File: config.mk
export PLATFORM = sky130hd
export DESIGN_NAME = ntt_ctrl_flat
export DESIGN_NICKNAME = d
export VERILOG_FILES = /design/src/rtl/ntt_ctrl_pkg.sv /design/src/rtl/ntt_ctrl_if.sv /design/src/rtl/ntt_ctrl_wr_delay.sv /design/src/rtl/ntt_ctrl.sv /design/src/flat_wrapper.sv
export SDC_FILE = /design/constraint.sdc
export NUM_CORES = 1
export LEC_CHECK = 0
export CAP_MARGIN = 20
export CORE_ASPECT_RATIO = 0.5
export CORE_UTILIZATION = 50
export DETAILED_ROUTE_END_ITERATION = 16
export PLACE_DENSITY = 0.71
export RECOVER_POWER = 25
export SLEW_MARGIN = 15
export SYNTH_ARGS = -nofsm -noshare
export SYNTH_HDL_FRONTEND = slang
export SYNTH_SLANG_ARGS = --single-unit
File: constraint.sdc
create_clock -name i_clk -period 8.48 [get_ports i_clk]
set_input_delay 1.272 -clock i_clk [delete_from_list [all_inputs] [get_ports i_clk]]
set_output_delay 1.272 -clock i_clk [all_outputs]
set_load 0.005 [all_outputs]
File: src/rtl/ntt_ctrl_pkg.sv
// Shared defaults, FSM state encoding and write-back latency helper for the NTT sequencer.
package ntt_ctrl_pkg;
    localparam int LOG_N_DEF       = 8;
    localparam int MEM_LATENCY_DEF = 1;
    localparam int BF_LATENCY_DEF  = 1;

    typedef enum logic [1:0] {
        ST_IDLE  = 2'd0,
        ST_ISSUE = 2'd1,
        ST_DRAIN = 2'd2,
        ST_DONE  = 2'd3
    } state_t;

    // Cycles from a read strobe to the matching write-back strobe.
    function automatic int wb_lat(input int mem_latency, input int bf_latency);
        return mem_latency + bf_latency;
    endfunction

    function automatic int xform_size(input int log_n);
        return 1 << log_n;
    endfunction
endpackage

File: src/rtl/ntt_ctrl_if.sv
// Control bus between the NTT sequencer (master) and the RAM/ROM/butterfly datapath (slave).
interface ntt_ctrl_if
    import ntt_ctrl_pkg::*;
#(
    parameter int LOG_N = LOG_N_DEF
);
    logic             start;
    logic             mode;
    logic             busy;
    logic             done;
    logic             select;
    logic [LOG_N-1:0] stage;
    logic             rd_en;
    logic [LOG_N-1:0] rd_addr_1;
    logic [LOG_N-1:0] rd_addr_2;
    logic [LOG_N-1:0] tw_addr;
    logic             wr_en;
    logic [LOG_N-1:0] wr_addr_1;
    logic [LOG_N-1:0] wr_addr_2;

    modport master (
        input  start, mode,
        output busy, done, select, stage,
        output rd_en, rd_addr_1, rd_addr_2, tw_addr,
        output wr_en, wr_addr_1, wr_addr_2
    );

    modport slave (
        output start, mode,
        input  busy, done, select, stage,
        input  rd_en, rd_addr_1, rd_addr_2, tw_addr,
        input  wr_en, wr_addr_1, wr_addr_2
    );
endinterface

File: src/rtl/ntt_ctrl_wr_delay.sv
// LAT-deep shift register turning {rd_en, rd_addr_1, rd_addr_2} into write-back strobes/addresses.
// Latency LAT cycles, no backpressure; reset flushes every pending write.
module ntt_ctrl_wr_delay
    import ntt_ctrl_pkg::*;
#(
    parameter int LAT = wb_lat(MEM_LATENCY_DEF, BF_LATENCY_DEF),
    parameter int W   = 1 + 2 * LOG_N_DEF
) (
    input  logic         i_clk,
    input  logic         i_rst_n,
    input  logic [W-1:0] i_dat,
    output logic [W-1:0] o_dat
);
    logic [W-1:0] r_pipe [LAT];

    always_ff @(posedge i_clk) begin
        if (!i_rst_n) begin
            for (int k = 0; k < LAT; k++) begin
                r_pipe[k] <= '0;
            end
        end else begin
            r_pipe[0] <= i_dat;
            for (int k = 1; k < LAT; k++) begin
                r_pipe[k] <= r_pipe[k-1];
            end
        end
    end

    assign o_dat = r_pipe[LAT-1];
endmodule

File: src/rtl/ntt_ctrl.sv
// Sequencer issuing one butterfly per cycle over all stages of an in-place NTT (CT) / INTT (GS);
// start->done takes 1 + LOG_N*(N/2+LAT) cycles, no backpressure, start ignored while busy.
module ntt_ctrl
    import ntt_ctrl_pkg::*;
#(
    parameter int LOG_N       = LOG_N_DEF,
    parameter int MEM_LATENCY = MEM_LATENCY_DEF,
    parameter int BF_LATENCY  = BF_LATENCY_DEF
) (
    input logic        i_clk,
    input logic        i_rst_n,
    ntt_ctrl_if.master io_bus
);
    localparam int LAT  = wb_lat(MEM_LATENCY, BF_LATENCY);
    localparam int HALF = xform_size(LOG_N) / 2;
    localparam int DW   = (LAT > 1) ? $clog2(LAT) : 1;
    localparam int WD_W = 1 + 2 * LOG_N;

    localparam logic [LOG_N-1:0] ONE_V      = LOG_N'(1);
    localparam logic [LOG_N-1:0] HALF_V     = LOG_N'(HALF);
    localparam logic [LOG_N-1:0] LAST_STAGE = LOG_N'(LOG_N - 1);
    localparam logic [DW-1:0]    DRAIN_END  = DW'(LAT - 1);

    state_t           r_state;
    logic             r_busy;
    logic             r_done;
    logic             r_select;
    logic             r_rd_en;
    logic [LOG_N-1:0] r_s;
    logic [LOG_N-1:0] r_g;
    logic [LOG_N-1:0] r_i;
    logic [LOG_N-1:0] r_rd_addr_1;
    logic [LOG_N-1:0] r_rd_addr_2;
    logic [LOG_N-1:0] r_tw_addr;
    logic [DW-1:0]    r_drain;

    logic             w_i_wrap;
    logic             w_last;
    logic             w_nx_mode;
    logic [LOG_N-1:0] w_len;
    logic [LOG_N-1:0] w_grp;
    logic [LOG_N-1:0] w_nx_s;
    logic [LOG_N-1:0] w_nx_g;
    logic [LOG_N-1:0] w_nx_i;
    logic [LOG_N-1:0] w_nx_len;
    logic [LOG_N-1:0] w_nx_grp;
    logic [LOG_N-1:0] w_nx_rd1;
    logic [LOG_N-1:0] w_nx_rd2;
    logic [LOG_N-1:0] w_nx_tw;
    logic [WD_W-1:0]  w_wr_dat;

    function automatic logic [LOG_N-1:0] stage_len(input logic mode, input logic [LOG_N-1:0] s);
        return mode ? (ONE_V << s) : (HALF_V >> s);
    endfunction

    // Group count doubles as the twiddle base index of the stage in both directions.
    function automatic logic [LOG_N-1:0] stage_groups(input logic mode, input logic [LOG_N-1:0] s);
        return mode ? (HALF_V >> s) : (ONE_V << s);
    endfunction

    always_comb begin
        w_len     = stage_len(r_select, r_s);
        w_grp     = stage_groups(r_select, r_s);
        w_i_wrap  = (r_i == w_len - ONE_V);
        w_last    = w_i_wrap && (r_g == w_grp - ONE_V);
        w_nx_mode = r_select;
        w_nx_s    = r_s;
        w_nx_g    = r_g;
        w_nx_i    = r_i + ONE_V;
        case (r_state)
            ST_IDLE: begin
                w_nx_mode = io_bus.mode;
                w_nx_s    = '0;
                w_nx_g    = '0;
                w_nx_i    = '0;
            end
            ST_ISSUE: begin
                if (w_i_wrap) begin
                    w_nx_g = r_g + ONE_V;
                    w_nx_i = '0;
                end
            end
            ST_DRAIN: begin
                w_nx_s = r_s + ONE_V;
                w_nx_g = '0;
                w_nx_i = '0;
            end
            default: ;
        endcase
        w_nx_len = stage_len(w_nx_mode, w_nx_s);
        w_nx_grp = stage_groups(w_nx_mode, w_nx_s);
        w_nx_rd1 = ((w_nx_g * w_nx_len) << 1) + w_nx_i;
        w_nx_rd2 = w_nx_rd1 + w_nx_len;
        w_nx_tw  = w_nx_grp + w_nx_g;
    end

    always_ff @(posedge i_clk) begin
        if (!i_rst_n) begin
            r_state     <= ST_IDLE;
            r_busy      <= 1'b0;
            r_done      <= 1'b0;
            r_select    <= 1'b0;
            r_rd_en     <= 1'b0;
            r_s         <= '0;
            r_g         <= '0;
            r_i         <= '0;
            r_rd_addr_1 <= '0;
            r_rd_addr_2 <= '0;
            r_tw_addr   <= '0;
            r_drain     <= '0;
        end else begin
            case (r_state)
                ST_IDLE: begin
                    r_done <= 1'b0;
                    if (io_bus.start) begin
                        r_state     <= ST_ISSUE;
                        r_busy      <= 1'b1;
                        r_select    <= io_bus.mode;
                        r_s         <= w_nx_s;
                        r_g         <= w_nx_g;
                        r_i         <= w_nx_i;
                        r_rd_en     <= 1'b1;
                        r_rd_addr_1 <= w_nx_rd1;
                        r_rd_addr_2 <= w_nx_rd2;
                        r_tw_addr   <= w_nx_tw;
                    end
                end
                ST_ISSUE: begin
                    if (w_last) begin
                        r_state <= ST_DRAIN;
                        r_rd_en <= 1'b0;
                        r_drain <= '0;
                    end else begin
                        r_g         <= w_nx_g;
                        r_i         <= w_nx_i;
                        r_rd_addr_1 <= w_nx_rd1;
                        r_rd_addr_2 <= w_nx_rd2;
                        r_tw_addr   <= w_nx_tw;
                    end
                end
                // Hold reads off until the stage's last write-back has landed.
                ST_DRAIN: begin
                    if (r_drain == DRAIN_END) begin
                        if (r_s != LAST_STAGE) begin
                            r_state     <= ST_ISSUE;
                            r_s         <= w_nx_s;
                            r_g         <= w_nx_g;
                            r_i         <= w_nx_i;
                            r_rd_en     <= 1'b1;
                            r_rd_addr_1 <= w_nx_rd1;
                            r_rd_addr_2 <= w_nx_rd2;
                            r_tw_addr   <= w_nx_tw;
                        end else begin
                            r_state <= ST_DONE;
                            r_done  <= 1'b1;
                            r_busy  <= 1'b0;
                        end
                    end else begin
                        r_drain <= r_drain + 1'b1;
                    end
                end
                ST_DONE: begin
                    r_done  <= 1'b0;
                    r_state <= ST_IDLE;
                end
                default: r_state <= ST_IDLE;
            endcase
        end
    end

    ntt_ctrl_wr_delay #(
        .LAT (LAT),
        .W   (WD_W)
    ) u_wr_delay (
        .i_clk   (i_clk),
        .i_rst_n (i_rst_n),
        .i_dat   ({r_rd_en, r_rd_addr_1, r_rd_addr_2}),
        .o_dat   (w_wr_dat)
    );

    assign io_bus.busy      = r_busy;
    assign io_bus.done      = r_done;
    assign io_bus.select    = r_select;
    assign io_bus.stage     = r_s;
    assign io_bus.rd_en     = r_rd_en;
    assign io_bus.rd_addr_1 = r_rd_addr_1;
    assign io_bus.rd_addr_2 = r_rd_addr_2;
    assign io_bus.tw_addr   = r_tw_addr;
    assign io_bus.wr_en     = w_wr_dat[WD_W-1];
    assign io_bus.wr_addr_1 = w_wr_dat[2*LOG_N-1:LOG_N];
    assign io_bus.wr_addr_2 = w_wr_dat[LOG_N-1:0];
endmodule

File: src/flat_wrapper.sv
// flat-port wrapper written by rule: the top's interface ports become plain ports
module ntt_ctrl_flat import ntt_ctrl_pkg::*;
#(
    parameter int LOG_N       = LOG_N_DEF,
    parameter int MEM_LATENCY = MEM_LATENCY_DEF,
    parameter int BF_LATENCY  = BF_LATENCY_DEF
)
  (i_clk, i_rst_n, io_bus_start, io_bus_mode, io_bus_busy, io_bus_done, io_bus_select, io_bus_stage, io_bus_rd_en, io_bus_rd_addr_1, io_bus_rd_addr_2, io_bus_tw_addr, io_bus_wr_en, io_bus_wr_addr_1, io_bus_wr_addr_2);
  ntt_ctrl_if #(.LOG_N(LOG_N)) io_bus_i ();
  input logic i_clk;
  input logic i_rst_n;
  input wire logic [$bits(io_bus_i.start)-1:0] io_bus_start;
  input wire logic [$bits(io_bus_i.mode)-1:0] io_bus_mode;
  output wire logic [$bits(io_bus_i.busy)-1:0] io_bus_busy;
  output wire logic [$bits(io_bus_i.done)-1:0] io_bus_done;
  output wire logic [$bits(io_bus_i.select)-1:0] io_bus_select;
  output wire logic [$bits(io_bus_i.stage)-1:0] io_bus_stage;
  output wire logic [$bits(io_bus_i.rd_en)-1:0] io_bus_rd_en;
  output wire logic [$bits(io_bus_i.rd_addr_1)-1:0] io_bus_rd_addr_1;
  output wire logic [$bits(io_bus_i.rd_addr_2)-1:0] io_bus_rd_addr_2;
  output wire logic [$bits(io_bus_i.tw_addr)-1:0] io_bus_tw_addr;
  output wire logic [$bits(io_bus_i.wr_en)-1:0] io_bus_wr_en;
  output wire logic [$bits(io_bus_i.wr_addr_1)-1:0] io_bus_wr_addr_1;
  output wire logic [$bits(io_bus_i.wr_addr_2)-1:0] io_bus_wr_addr_2;
  assign io_bus_i.start = io_bus_start;
  assign io_bus_i.mode = io_bus_mode;
  assign io_bus_busy = io_bus_i.busy;
  assign io_bus_done = io_bus_i.done;
  assign io_bus_select = io_bus_i.select;
  assign io_bus_stage = io_bus_i.stage;
  assign io_bus_rd_en = io_bus_i.rd_en;
  assign io_bus_rd_addr_1 = io_bus_i.rd_addr_1;
  assign io_bus_rd_addr_2 = io_bus_i.rd_addr_2;
  assign io_bus_tw_addr = io_bus_i.tw_addr;
  assign io_bus_wr_en = io_bus_i.wr_en;
  assign io_bus_wr_addr_1 = io_bus_i.wr_addr_1;
  assign io_bus_wr_addr_2 = io_bus_i.wr_addr_2;
  ntt_ctrl #(.LOG_N(LOG_N), .MEM_LATENCY(MEM_LATENCY), .BF_LATENCY(BF_LATENCY)) u_core (.i_clk(i_clk), .i_rst_n(i_rst_n), .io_bus(io_bus_i));
endmodule
==> results of run 1 <==
-- how the worst max path moves through the flow --
stage                                               to  cells after the start
2_1_floorplan  u_core.io_bus.rd_addr_2[7]$_SDFFE_PN0P_                     34
3_3_place_gp   u_core.io_bus.rd_addr_2[7]$_SDFFE_PN0P_                     30
3_5_place_dp   u_core.io_bus.rd_addr_2[7]$_SDFFE_PN0P_                     31
4_1_cts        u_core.io_bus.rd_addr_2[7]$_SDFFE_PN0P_                     31
5_1_grt        u_core.io_bus.rd_addr_2[7]$_SDFFE_PN0P_                     30
6_report       u_core.io_bus.rd_addr_2[7]$_SDFFE_PN0P_                     30
-- kinds of logic after synthesis --
logic type,share of synthesized area (%)
adders and majority gates,11.7
and+or+nand+nor,23.1
AOI/OAI and AO/OA,16.2
muxes,5.68
DFF,28.4
buffers and inverters,7.88
xor gates and xnor gates,6.93
-- sequential cells by signal (all words and copies together) (netlist names), 2 cells and up --
| name | cells |
|---|---|
| u_core.io_bus.rd_addr_1 | 7 |
| u_core.io_bus.tw_addr | 8 |
| u_core.io_bus.rd_addr_2 | 8 |
| u_core.u_wr_delay.r_pipe | 34 |
| u_core.r_g | 8 |
| u_core.io_bus.stage | 8 |
| u_core.r_i | 8 |
| u_core.r_state | 2 |
-- stage by stage --
stage / area (um^2) / power (mW) / cells / util (%) / hold WS [ps]
after global routing: 7040 / 1.75 / 950 / 58.9 / 454
after global placement: 6730 / 1.20 / 934 / 56.3 / 414
final: 7040 / 1.64 / 950 / 58.9 / 433
after floorplan: 6190 / 1.02 / 758 / - / 412
after detailed placement: 6730 / 1.22 / 934 / 56.3 / 417
after CTS: 7040 / 1.64 / 950 / 58.9 / 433
-- cell usage in the layout (no fill, tap or decap), drive strengths merged, types with 21 or more instances in the layout --
cell type / netlist / layout
nor2: 103 / 103
dfxtp: 88 / 88
clkdlybuf4s50: 0 / 53
a21oi: 45 / 45
nand2: 45 / 45
inv: 40 / 43
ha: 42 / 42
and2: 41 / 41
mux2i: 34 / 34
xnor2: 32 / 32
nand3: 21 / 21
-- routing by layer --
metal	vias to the layer above	global-route usage [%]	share of wire [%]
met2	153	35.5	40
met1	2485	35.5	52
met4	2	4.81	0.87
met3	17	6.97	7.3
li1	2649	-	-
met5	-	3.79	0.41
-- repair_timing --
| item | 4_1_cts | 5_1_grt |
|---|---|---|
| setup endpoints to repair | 0 | 2 |
| resized for setup | 0 | 3 |
| hold buffers | 0 | 0 |
-- power by group --
part,total [mW],switching (mW),internal (mW)
clock network,0.420,0.186,0.234
registers,0.517,0.0536,0.463
logic,0.703,0.413,0.290
total,1.64,0.653,0.987
-- cell type report --
type	count	area, um^2
inverters	41	154
repair buffers	70	666
clock buffers	10	229
clock inverters	6	75.1
multi-input cells	570	3950
flip-flops and latches	88	1760
well taps	165	206
fillers	1097	4910
==> flow_summary.yaml, run 1 <==
status:
  status: "finished clean"
worst_hold_path:
  hold_start: "u_core.u_wr_delay.r_pipe[0][11]$_SDFF_PN0_"
  min_to: "u_core.u_wr_delay.r_pipe[0][28]$_SDFF_PN0_"
  min_path_type: "flop to flop"
  hold_depth: 1
worst_setup_path:
  cp-end-kind: "flop"
  crit_start: "u_core.io_bus.stage[4]$_SDFFE_PN0P_"
  slowest_stage: "or4_4"
  path_class: "flop to flop"
  cpMostUsedCell: "ha_1"
  cp.arrival_ps: 8080
  crit_family: "adder cells"
  rr_endpoint: "u_core.io_bus.rd_addr_2[7]$_SDFFE_PN0P_"
  worstReg2RegStart: "u_core.io_bus.stage[4]$_SDFFE_PN0P_"
  cp-start-kind: "flop"
  crit_required_ps: 8750
  crit_fanout: 11
  critPathBufInv: 3
  r2r_setup_slack_ps: 670
  slowest_delay_ps: 590
  worstRegToRegCells: 30
logic_synthesis:
  ys_seq_area_share_pct: 28.4
  netlist.top_cell.by_area: "dfxtp_1"
  synth.most_common_cell: "nor2_1"
  synth.cell_area_mm2: 0.00619
  async_reset_ff_share_pct: 0
  synth_cell_types: 70
  syn_inst: 758
  syn_avg_cell_area_um2: 8.17
  synth-edff-count: 0
  syn_nets: 814
  synthTopCellsByArea: "dfxtp_1 (28%), ha_1 (8.5%), nor2_1 (6.2%)"
  synthFlopType: "dfxtp_1"
  ys_ff_latch: 88
  yosysTopAreaCellShare_pct: 28.4
  synthTopCellsByCount: "nor2_1 (103), dfxtp_1 (88), a21oi_1 (45)"
  yosysWarnings: 0
global_route:
  grt_first_pass_wirelength_um: 24600
  grt_pass1_vias: 4760
  overflow: 0
  grt_max_degree: 50
  antenna_found_initial: 0
  grt_usage_pct: 24.5
pwr:
  power_leakage_nw: 2.97
  peakVddDrop_uv: 136
  powerDensity_mw_per_mm2: 233
drt:
  ant_nets: 0
  wl_um: 15200
  vias: 5306
  drt_iter0_drc: 419
  firstDrtPassIters: 5
  vias_per_cell: 5.59
  drt-wirelength-per-cell_um: 16.0
  drc: 0
cts:
  clock-root-buffer: "clkbuf_16"
  cts_num_sinks: 88
  numCtsBuffers: 9
  clk_latency_ps: 350
  clkSlewWorstSetupHoldPaths_ps: 70
  cts_setup_buffers: 0
  cts_max_path_buffers: 2
  tritoncts: "done"
  cts_max_level: 3
die:
  start_util_pct: 51.8
  die_w_um: 159
  die_y_um: 80.7
  core_mm2: 0.0119
  io_pins: 57
  num_rows: 28
  die_area_mm2: 0.0129
placed_design:
  place.port_buffers: 56
  pre_cts_ws_ps: 557
  gp_congestion: 0.929
  dp_hpwl_um: 11400
job:
  drv_cap: 0
timing:
  rsz0062_at_grt: "false"
  setup-violations-final: 0
  fmax_ghz: 0.128
  drv_slew: 0
  tightestPinTransition_ps: 752
  max_slew_margin_pct: 49.7
  hold_viol: 0
  setup_ws_ps: 671
  period_share_pct: 92.1
  fin_worst_skew_ps: 13.8
  setup_tns_ps: 0
  fin_crit_ps: 7810
layout:
  diodes: 0
  layout-drive-gt1-share_pct: 6.24
  layout.nets: 836
  area_growth_pct: 13.7
Power figures use the tool's default switching activity.
==> run 2: changes to the inputs <==
--- a/config.mk
+++ b/config.mk
@@ -7,8 +7,10 @@
 export LEC_CHECK = 0
 export CAP_MARGIN = 20
 export CORE_ASPECT_RATIO = 0.5
+export CORE_MARGIN = 2
 export CORE_UTILIZATION = 50
 export DETAILED_ROUTE_END_ITERATION = 16
+export MAX_ROUTING_LAYER = met4
 export PLACE_DENSITY = 0.71
 export RECOVER_POWER = 25
 export SLEW_MARGIN = 15
==> run 2 against run 1 <==
Effect of this change: wire length decreased by 1.1%; via count down 0.60%; non-clock buffer count decreased by 1; hold slack worse by 2.2 ps; clock power barely moved; cell area hardly changed; global-route usage shrank 0.055 points; sequential power barely moved; clock skew fell by 4.7 ps.
==> flow_summary.yaml, run 2 (synthesis results as in run 1) <==
drt:
  drt-wirelength-per-cell_um: 15.8
  routed-wl-met2_um: 5600
  ant_nets: 0
  vias: 5274
  wl_met1_um: 7790
  drc: 0
  firstDrtPassIters: 5
  highest_layer: "met4"
  met3WireLength_um: 1380
  wl_um: 15000
  drt_iter0_drc: 447
  vias_per_cell: 5.56
cts:
  numCtsBuffers: 9
  clk_latency_ps: 350
  holdBufCountCts: 0
  cts_max_level: 3
  cts_max_path_buffers: 2
  clock-root-buffer: "clkbuf_16"
  tritoncts: "done"
  cts_num_sinks: 88
  clkSlewWorstSetupHoldPaths_ps: 70
global_route:
  grt_max_degree: 50
  grt_first_pass_wirelength_um: 24500
  antenna_found_initial: 0
  grt_pass1_vias: 4651
  grt_usage_pct: 24.5
  overflow: 0
pwr:
  seq_power_share_pct: 31.7
  clkPwrFrac_pct: 25.7
  powerDensity_mw_per_mm2: 233
  peakVddDrop_uv: 136
  p_int_mw: 0.986
  power.total_mw: 1.64
  power_leakage_nw: 2.95
  p_switching_mw: 0.654
  netSwitchingFraction_pct: 39.9
  combPwrFrac_pct: 42.6
die:
  die_w_um: 161
  num_rows: 28
  start_util_pct: 51.8
  core_mm2: 0.0119
  die_area_mm2: 0.0133
  io_pins: 57
  die_y_um: 82.7
layout:
  area_growth_pct: 13.6
  design_area_mm2: 0.00704
  area.sequential_mm2: 0.00176
  largest_register_ffs: 34
  multiInputGateArea_mm2: 0.00395
  diodes: 0
  regMostFlops: "u_core.u_wr_delay.r_pipe"
  final_cell_mix: "nor2_1 (102), dfxtp_1 (88), clkdlybuf4s50_1 (53)"
  n_fill_cell: 1085
  final_common_cell: "nor2_1"
  layout.nets: 835
  layout-drive-gt1-share_pct: 5.99
worst_setup_path:
  crit_fanout: 9
  cp-end-kind: "flop"
  cp.arrival_ps: 8200
  slowest_delay_ps: 610
  cp-start-kind: "flop"
  path_class: "flop to flop"
  worstRegToRegCells: 29
  crit_required_ps: 8760
  cpMostUsedCell: "ha_1"
  slowest_stage: "or4_4"
timing:
  fmax_ghz: 0.126
  drv_slew: 0
  tightestPinTransition_ps: 1350
  setup_tns_ps: 0
  hold_viol: 0
  fin_worst_skew_ps: 9.04
  period_share_pct: 93.4
  fin_crit_ps: 7920
  rsz0062_at_grt: "false"
  max_slew_margin_pct: 9.73
  setup-violations-final: 0
worst_hold_path:
  hold_depth: 1
  min_path_type: "flop to flop"
placed_design:
  dp_hpwl_um: 11300
  place.port_buffers: 56
  gp_congestion: 0.958
  place_area_mm2: 0.00672
status:
  status: "finished clean"
job:
  drv_cap: 0
[run 2: worst max-delay path, delay by kind of cell (launching register included)]
| kind | cells | cell delay, ps |
|---|---|---|
| simple gates | 9 | 2250 |
| flops | 1 | 390 |
| xor+xnor | 3 | 620 |
| buf+inv | 3 | 290 |
| fa+ha+maj | 8 | 2940 |
| compound gates | 6 | 1370 |
[run 2: layer usage]
layer  track usage [%]  vias to the layer above
li1                  -                     2645
met1              34.5                     2430
met2              33.2                      177
met3              7.29                       22
met4              7.50                        0
met5                 -                        -
[run 2: power groups by stage]
stage / Clock (mW) / Combinational (mW) / Sequential [mW]
after floorplan: 0 / 0.518 / 0.503
after global placement: 0 / 0.683 / 0.527
after detailed placement: 0 / 0.686 / 0.528
after CTS: 0.431 / 0.691 / 0.519
after global routing: 0.451 / 0.769 / 0.530
final: 0.421 / 0.699 / 0.520
[run 2: worst paths after layout]
kind,start,end,slack (ps)
setup / recovery,u_core.io_bus.stage[3]$_SDFFE_PN0P_,u_core.io_bus.rd_addr_2[7]$_SDFFE_PN0P_,560
setup reg to reg,u_core.io_bus.stage[3]$_SDFFE_PN0P_,u_core.io_bus.rd_addr_2[7]$_SDFFE_PN0P_,560
hold reg to reg,u_core.u_wr_delay.r_pipe[0][14]$_SDFF_PN0_,u_core.u_wr_delay.r_pipe[0][31]$_SDFF_PN0_,430
hold / removal,u_core.u_wr_delay.r_pipe[0][14]$_SDFF_PN0_,u_core.u_wr_delay.r_pipe[0][31]$_SDFF_PN0_,430
[run 2: timing repair]
action | in CTS | in global routing
setup endpoints to repair | 0 | 1
buffers inserted | 0 | 0
gates resized for setup | 0 | 2
[run 2: layout make-up]
cell class                      count  area share (%)
Inverter                           41            2.19
Clock inverter                      7            1.28
Clock buffer                        9            3.20
Timing Repair Buffer               69            9.30
Sequential cell                    88            25.0
Tap cell                          165            2.93
Multi-Input combinational cell    570            56.1
[run 2: metrics by stage]
stage          util, %  setup slack, ps  hold slack [ps]  std cells
2_1_floorplan        -              970              412        758
3_3_place_gp      56.3              765              415        933
3_5_place_dp      56.3              498              418        933
4_1_cts           58.9              462              434        949
5_1_grt           58.9             39.4              442        949
6_report          58.9              559              431        949
==> run 3: changes to the inputs <==
--- a/config.mk
+++ b/config.mk
@@ -10,8 +10,8 @@
 export CORE_MARGIN = 2
 export CORE_UTILIZATION = 50
 export DETAILED_ROUTE_END_ITERATION = 16
+export DONT_BUFFER_PORTS = 1
 export MAX_ROUTING_LAYER = met4
-export PLACE_DENSITY = 0.71
 export RECOVER_POWER = 25
 export SLEW_MARGIN = 15
 export SYNTH_ARGS = -nofsm -noshare
==> run 3 against run 2 <==
Effect of this change: combinational power shrank 7.4%; hold slack worse by 2.0 ps; highest routed layer unchanged; critical path depth increased by 2; clock power rose by 1%.
==> flow_summary.yaml, run 3 (synthesis results as in run 1) <==
worst_setup_path:
  crit_required_ps: 8740
  cpMostUsedCell: "ha_1"
  worstReg2RegStart: "u_core.io_bus.stage[3]$_SDFFE_PN0P_"
  r2r_setup_slack_ps: 630
  cp_num_cells: 31
  rr_endpoint: "u_core.io_bus.rd_addr_2[7]$_SDFFE_PN0P_"
  crit_fanout: 11
  crit_family: "adder cells"
  slowest_delay_ps: 610
  path_class: "flop to flop"
  critPathBufInv: 4
  cp-start-kind: "flop"
  worstRegToRegCells: 31
  cp-end-kind: "flop"
  slowest_stage: "or4_4"
  cp.arrival_ps: 8110
cts:
  numCtsBuffers: 9
  clock-root-buffer: "clkbuf_16"
  cts_setup_buffers: 0
  clk_latency_ps: 340
  tritoncts: "done"
  cts-resized-gates: 0
  cts_num_sinks: 88
  cts_max_path_buffers: 2
  clkSlewWorstSetupHoldPaths_ps: 80
  holdBufCountCts: 0
  cts_max_level: 3
pwr:
  clkPwrFrac_pct: 26.6
  p_switching_mw: 0.650
  combPwrFrac_pct: 40.6
  powerDensity_mw_per_mm2: 246
  peakVddDrop_uv: 133
  power_leakage_nw: 2.77
  netSwitchingFraction_pct: 40.7
  p_int_mw: 0.946
  seq_power_share_pct: 32.8
layout:
  layout-drive-gt1-share_pct: 6.46
  n_fill_cell: 1087
  area_growth_pct: 4.57
  final_common_cell: "nor2_1"
  diodes: 0
  utilization_pct: 54.2
  regMostFlops: "u_core.u_wr_delay.r_pipe"
  fin_cells: 893
  layout.nets: 779
  largest_register_ffs: 34
  final_cell_mix: "nor2_1 (103), dfxtp_1 (88), a21oi_1 (45)"
drt:
  wl_um: 15600
  drt_iter0_drc: 484
  drc: 0
  ant_nets: 0
  vias_per_cell: 5.66
  drt-wirelength-per-cell_um: 17.5
  vias: 5056
  firstDrtPassIters: 6
timing:
  rsz0062_at_grt: "false"
  setup_tns_ps: 0
  setup-violations-final: 0
  fin_crit_ps: 7850
  max_slew_margin_pct: 51.9
  tightestPinTransition_ps: 721
  fin_worst_skew_ps: 13.4
  period_share_pct: 92.5
  drv_slew: 0
  fmax_ghz: 0.127
  hold_viol: 0
status:
  status: "finished clean"
job:
  drv_cap: 0
placed_design:
  place.port_buffers: 0
  dp_hpwl_um: 11700
  gp_congestion: 0.945
  dp_cells: 877
global_route:
  grt_usage_pct: 24.9
  grt_pass1_vias: 4521
  overflow: 0
  antenna_found_initial: 0
  grt_max_degree: 50
  grt_first_pass_wirelength_um: 24800
worst_hold_path:
  min_to: "u_core.u_wr_delay.r_pipe[0][27]$_SDFF_PN0_"
  min_path_type: "flop to flop"
  hold_start: "u_core.u_wr_delay.r_pipe[0][10]$_SDFF_PN0_"
  hold_depth: 1
die:
  die_w_um: 161
  die_area_mm2: 0.0133
  start_util_pct: 51.8
  io_pins: 57
  core_mm2: 0.0119
  num_rows: 28
  die_y_um: 82.7
-- run 3: cell types whose count changed in the layout (fill, tap and decap cells not counted), moves of 2 or more --
cell	delta
clkdlybuf4s50_1	-53
and2_0	-9
and2_1	+9
dlygate4sd3_1	-3
inv_6	+3
clkinvlp_4	-2
-- run 3: worst max path at each step --
| stage | startpoint | endpoint | slack, ps |
|---|---|---|---|
| final | u_core.io_bus.stage[3]$_SDFFE_PN0P_ | u_core.io_bus.rd_addr_2[7]$_SDFFE_PN0P_ | 630 |
| after global routing | u_core.io_bus.stage[3]$_SDFFE_PN0P_ | u_core.io_bus.rd_addr_2[7]$_SDFFE_PN0P_ | 50 |
| after CTS | u_core.io_bus.stage[3]$_SDFFE_PN0P_ | u_core.io_bus.rd_addr_2[7]$_SDFFE_PN0P_ | 660 |
| after detailed placement | u_core.io_bus.stage[4]$_SDFFE_PN0P_ | u_core.io_bus.rd_addr_2[7]$_SDFFE_PN0P_ | 680 |
| after global placement | u_core.io_bus.stage[4]$_SDFFE_PN0P_ | u_core.io_bus.rd_addr_2[7]$_SDFFE_PN0P_ | 840 |
| after floorplan | u_core.io_bus.stage[3]$_SDFFE_PN0P_ | u_core.io_bus.rd_addr_2[7]$_SDFFE_PN0P_ | 970 |
-- run 3: worst register-to-register path, delay by kind of cell, from the launching register on --
kind / cells / cell delay (ps)
fa+ha+maj: 8 / 3100
simple gates: 10 / 2360
xor+xnor: 5 / 1110
compound gates: 4 / 490
flops: 1 / 400
buf+inv: 4 / 320
-- run 3: cell type report --
| cell class | count | area, um^2 | share of cell area (%) |
|---|---|---|---|
| clock buffers | 10 | 239 | 3.69 |
| clock inverters | 6 | 73.8 | 1.14 |
| inverters | 41 | 154 | 2.38 |
| multi-input cells | 570 | 3940 | 60.9 |
| flip-flops and latches | 88 | 1760 | 27.2 |
| well taps | 165 | 206 | 3.19 |
| repair buffers | 13 | 97.6 | 1.51 |
-- run 3: metrics by stage --
stage                     setup WS, ps  power [mW]  cell area [um^2]  hold slack (ps)
final                              634        1.60              6480              429
after global routing              46.1        1.70              6480              454
after CTS                          660        1.60              6480              431
after detailed placement           676        1.17              6160              417
after global placement             839        1.16              6160              415
after floorplan                    970        1.02              6190              412
-- run 3: metal layers --
layer | global-route usage, % | routed length [um] | part of all wire (%) | up-vias
li1 | - | - | - | 2532
met1 | 36.4 | 8160 | 52 | 2307
met2 | 33.1 | 5840 | 37 | 197
met3 | 8.19 | 1490 | 9.5 | 20
met4 | 3.66 | 105 | 0.67 | 0
met5 | - | 0 | 0 | -
-- run 3: power groups by stage --
stage	sequential (mW)	clock, mW	combinational (mW)
2_1_floorplan	0.503	0	0.518
4_1_cts	0.524	0.435	0.637
6_report	0.523	0.425	0.647
3_3_place_gp	0.532	0	0.632
5_1_grt	0.534	0.452	0.719
3_5_place_dp	0.533	0	0.634
==> variant, RTL diff (config.mk and constraints of run 3) <==
Encoding of `state_t`: now Gray code (2 bits for 4 states).
--- a/src/rtl/ntt_ctrl_pkg.sv
+++ b/src/rtl/ntt_ctrl_pkg.sv
@@ -5,10 +5,10 @@
     localparam int BF_LATENCY_DEF  = 1;
 
     typedef enum logic [1:0] {
-        ST_IDLE  = 2'd0,
-        ST_ISSUE = 2'd1,
-        ST_DRAIN = 2'd2,
-        ST_DONE  = 2'd3
+        ST_IDLE  = 2'b00,
+        ST_ISSUE = 2'b01,
+        ST_DRAIN = 2'b11,
+        ST_DONE  = 2'b10
     } state_t;
 
     // Cycles from a read strobe to the matching write-back strobe.
Formal check against the unedited RTL: no difference found for any inputs over 10 cycles, from zero or initial values and one cycle with i_rst_n low; not proved beyond that.
==> variant against run 3 <==
  * The run now ends with capacitance limit, slew limit left
  * Final area increased by 1.5%
  * Area after synthesis increased by 1.3%
  * Routed wire length increased by 1.2%
  * Total power decreased by 13%
  * Worst setup slack got worse by 0.10 ns
  * Sequential cell count unchanged
  * Core utilization increased by 0.52 points
  * Die area increased by 1.2%
  * Sequential share of layout area decreased by 0.41 points
  * Via count increased by 1.4%
  * Sequential power decreased by 5.5%
==> variant: results (changes against run 3) <==
placement:
  dp_hpwl_mm: 11.7  # +0.49%
  io_buffer_count: 0  # unchanged
  finalWeightedCongestion: 0.899  # -4.9%
clock_tree:
  root_buffer: "clkbuf_16"
  cts_resized: 0  # unchanged
  insertion_delay_ns: 0.35
  htreeDepth: 3  # unchanged
  postCtsSetupRepairBufs: 0  # unchanged
  cts_buffer_depth: 2  # unchanged
final_layout:
  largest_register: "u_core.u_wr_delay.r_pipe"
  antenna_cells: 0  # unchanged
  drive_gt1_frac: 0.0663  # +0.00174
  fill_cells: 1123  # +3.3%
  nNetsFinal: 776  # -0.39%
  largest_register_ffs: 34  # unchanged
yosys:
  synth.area.top_cells: "dfxtp_1 28%, ha_1 8.6%, mux2i_1 6.2%"
  ys_types: 70  # unchanged
  syn_nets: 819  # +0.61%
  netlist_top_cells_count: "90 x nor2_1, 88 x dfxtp_1, 48 x nand2_1, 43 x ha_1, 41 x a21oi_1"
  synthArstFlopShare: 0  # unchanged
  seq_area_frac_synth: 0.281  # -0.00363
grt:
  met2_usage: 0.349  # +0.0186
  grt_pass1_wl_mm: 26.0  # +4.8%
  grt_usage: 0.249  # about the same
  grt_use_met3: 0.0539  # -0.0280
  grt_max_degree: 54  # +8.0%
  grt_pass1_vias: 4677  # +3.5%
  use_met1: 0.368  # +0.00480
critical_path:
  crit_fanout: 13  # +2
  arrival_ns: 8.19  # +0.08 ns
  ff2ff_path_depth: 28  # -9.7%
  slowest_delay_ns: 0.54  # -0.07 ns
  cp_slowest_cell: "fa_1"
hold_path:
  hold_depth: 1  # unchanged
  min_path_type: "register to register"
power_and_ir_drop:
  leakage_nw: 2.77  # about the same
  ir_drop_v: 0.000126  # -5.2%
detailed_routing:
  routed_wl_mm: 15.8  # +1.2%
  num_vias: 5126  # +1.4%
  dr.pass1.iters: 5  # -1
  drt_iter0_drc: 479  # -1.0%
timing:
  tightest_slew_ns: 1.75  # +1.03 ns
  drv_slew: 54  # +54
  clock_skew_ns: 0.00911  # -0.00433 ns
flow_run:
  max_cap_viol_count: 1  # +1
outcome:
  violations: "capacitance limit, slew limit"
  run_status: "finished, violations left"
-- variant: path summary, 6_finish.rpt --
| check | to | slack, ns | from |
|---|---|---|---|
| max | u_core.io_bus.rd_addr_2[7] | 0.53 | u_core.io_bus.stage[3] |
| min | u_core.u_wr_delay.r_pipe[0][32] | 0.43 | u_core.u_wr_delay.r_pipe[0][15] |
| max reg2reg | u_core.io_bus.rd_addr_2[7] | 0.53 | u_core.io_bus.stage[3] |
| min reg2reg | u_core.u_wr_delay.r_pipe[0][32] | 0.43 | u_core.u_wr_delay.r_pipe[0][15] |
-- variant: critical path: cells and delay by family, from the launching register on --
family                   cells  cell delay [ns]
AO/OA/AOI/OAI                4             0.84
XOR/XNOR                     8             1.47
adder cells (fa/ha/maj)      7             2.82
buffers and inverters        1             0.04
flip-flops                   1             0.43
AND/OR/NAND/NOR              8             2.24
-- variant: layer usage --
layer	vias to the layer above	wire [µm]
li1	2575	-
met1	2407	8280
met2	129	6400
met3	15	958
met4	0	135
met5	-	0
-- variant: report_power, final --
group          internal (mW)  switching [mW]
Clock                  0.234           0.186
Combinational          0.168           0.305
Sequential             0.452          0.0414
Total                  0.854           0.532
-- variant: cell type report --
type	count	area, µm²	area share
multi-input cells	583	4120	0.627
flip-flops and latches	88	1760	0.268
clock buffers	10	229	0.0348
well taps	165	206	0.0314
inverters	25	93.8	0.0143
repair buffers	12	90.1	0.0137
clock inverters	6	75.1	0.0114
-- variant: per-stage QoR --
stage	cell area, µm²	power, mW	std cells	setup slack [ns]	utilization
floorplan	6270	0.855	762	0.891	-
global placement	6250	0.968	873	0.664	0.520
detailed placement	6250	0.973	873	0.439	0.520
CTS	6550	1.39	889	0.401	0.545
global route	6580	1.48	889	0.00634	0.547
finish	6580	1.39	889	0.533	0.547
-- variant: cell families (layout without fill, tap and decap cells) --
| family | count (synthesis) | in the layout | share of synthesized area |
|---|---|---|---|
| buffers and inverters | 91 | 53 | 0.0680 |
| xor gates and xnor gates | 48 | 48 | 0.0692 |
| AOI/OAI and AO/OA | 149 | 149 | 0.156 |
| and+or+nand+nor | 291 | 291 | 0.241 |
| muxes | 42 | 42 | 0.0676 |
| adders and majority gates | 53 | 53 | 0.118 |
| DFF | 88 | 88 | 0.281 |
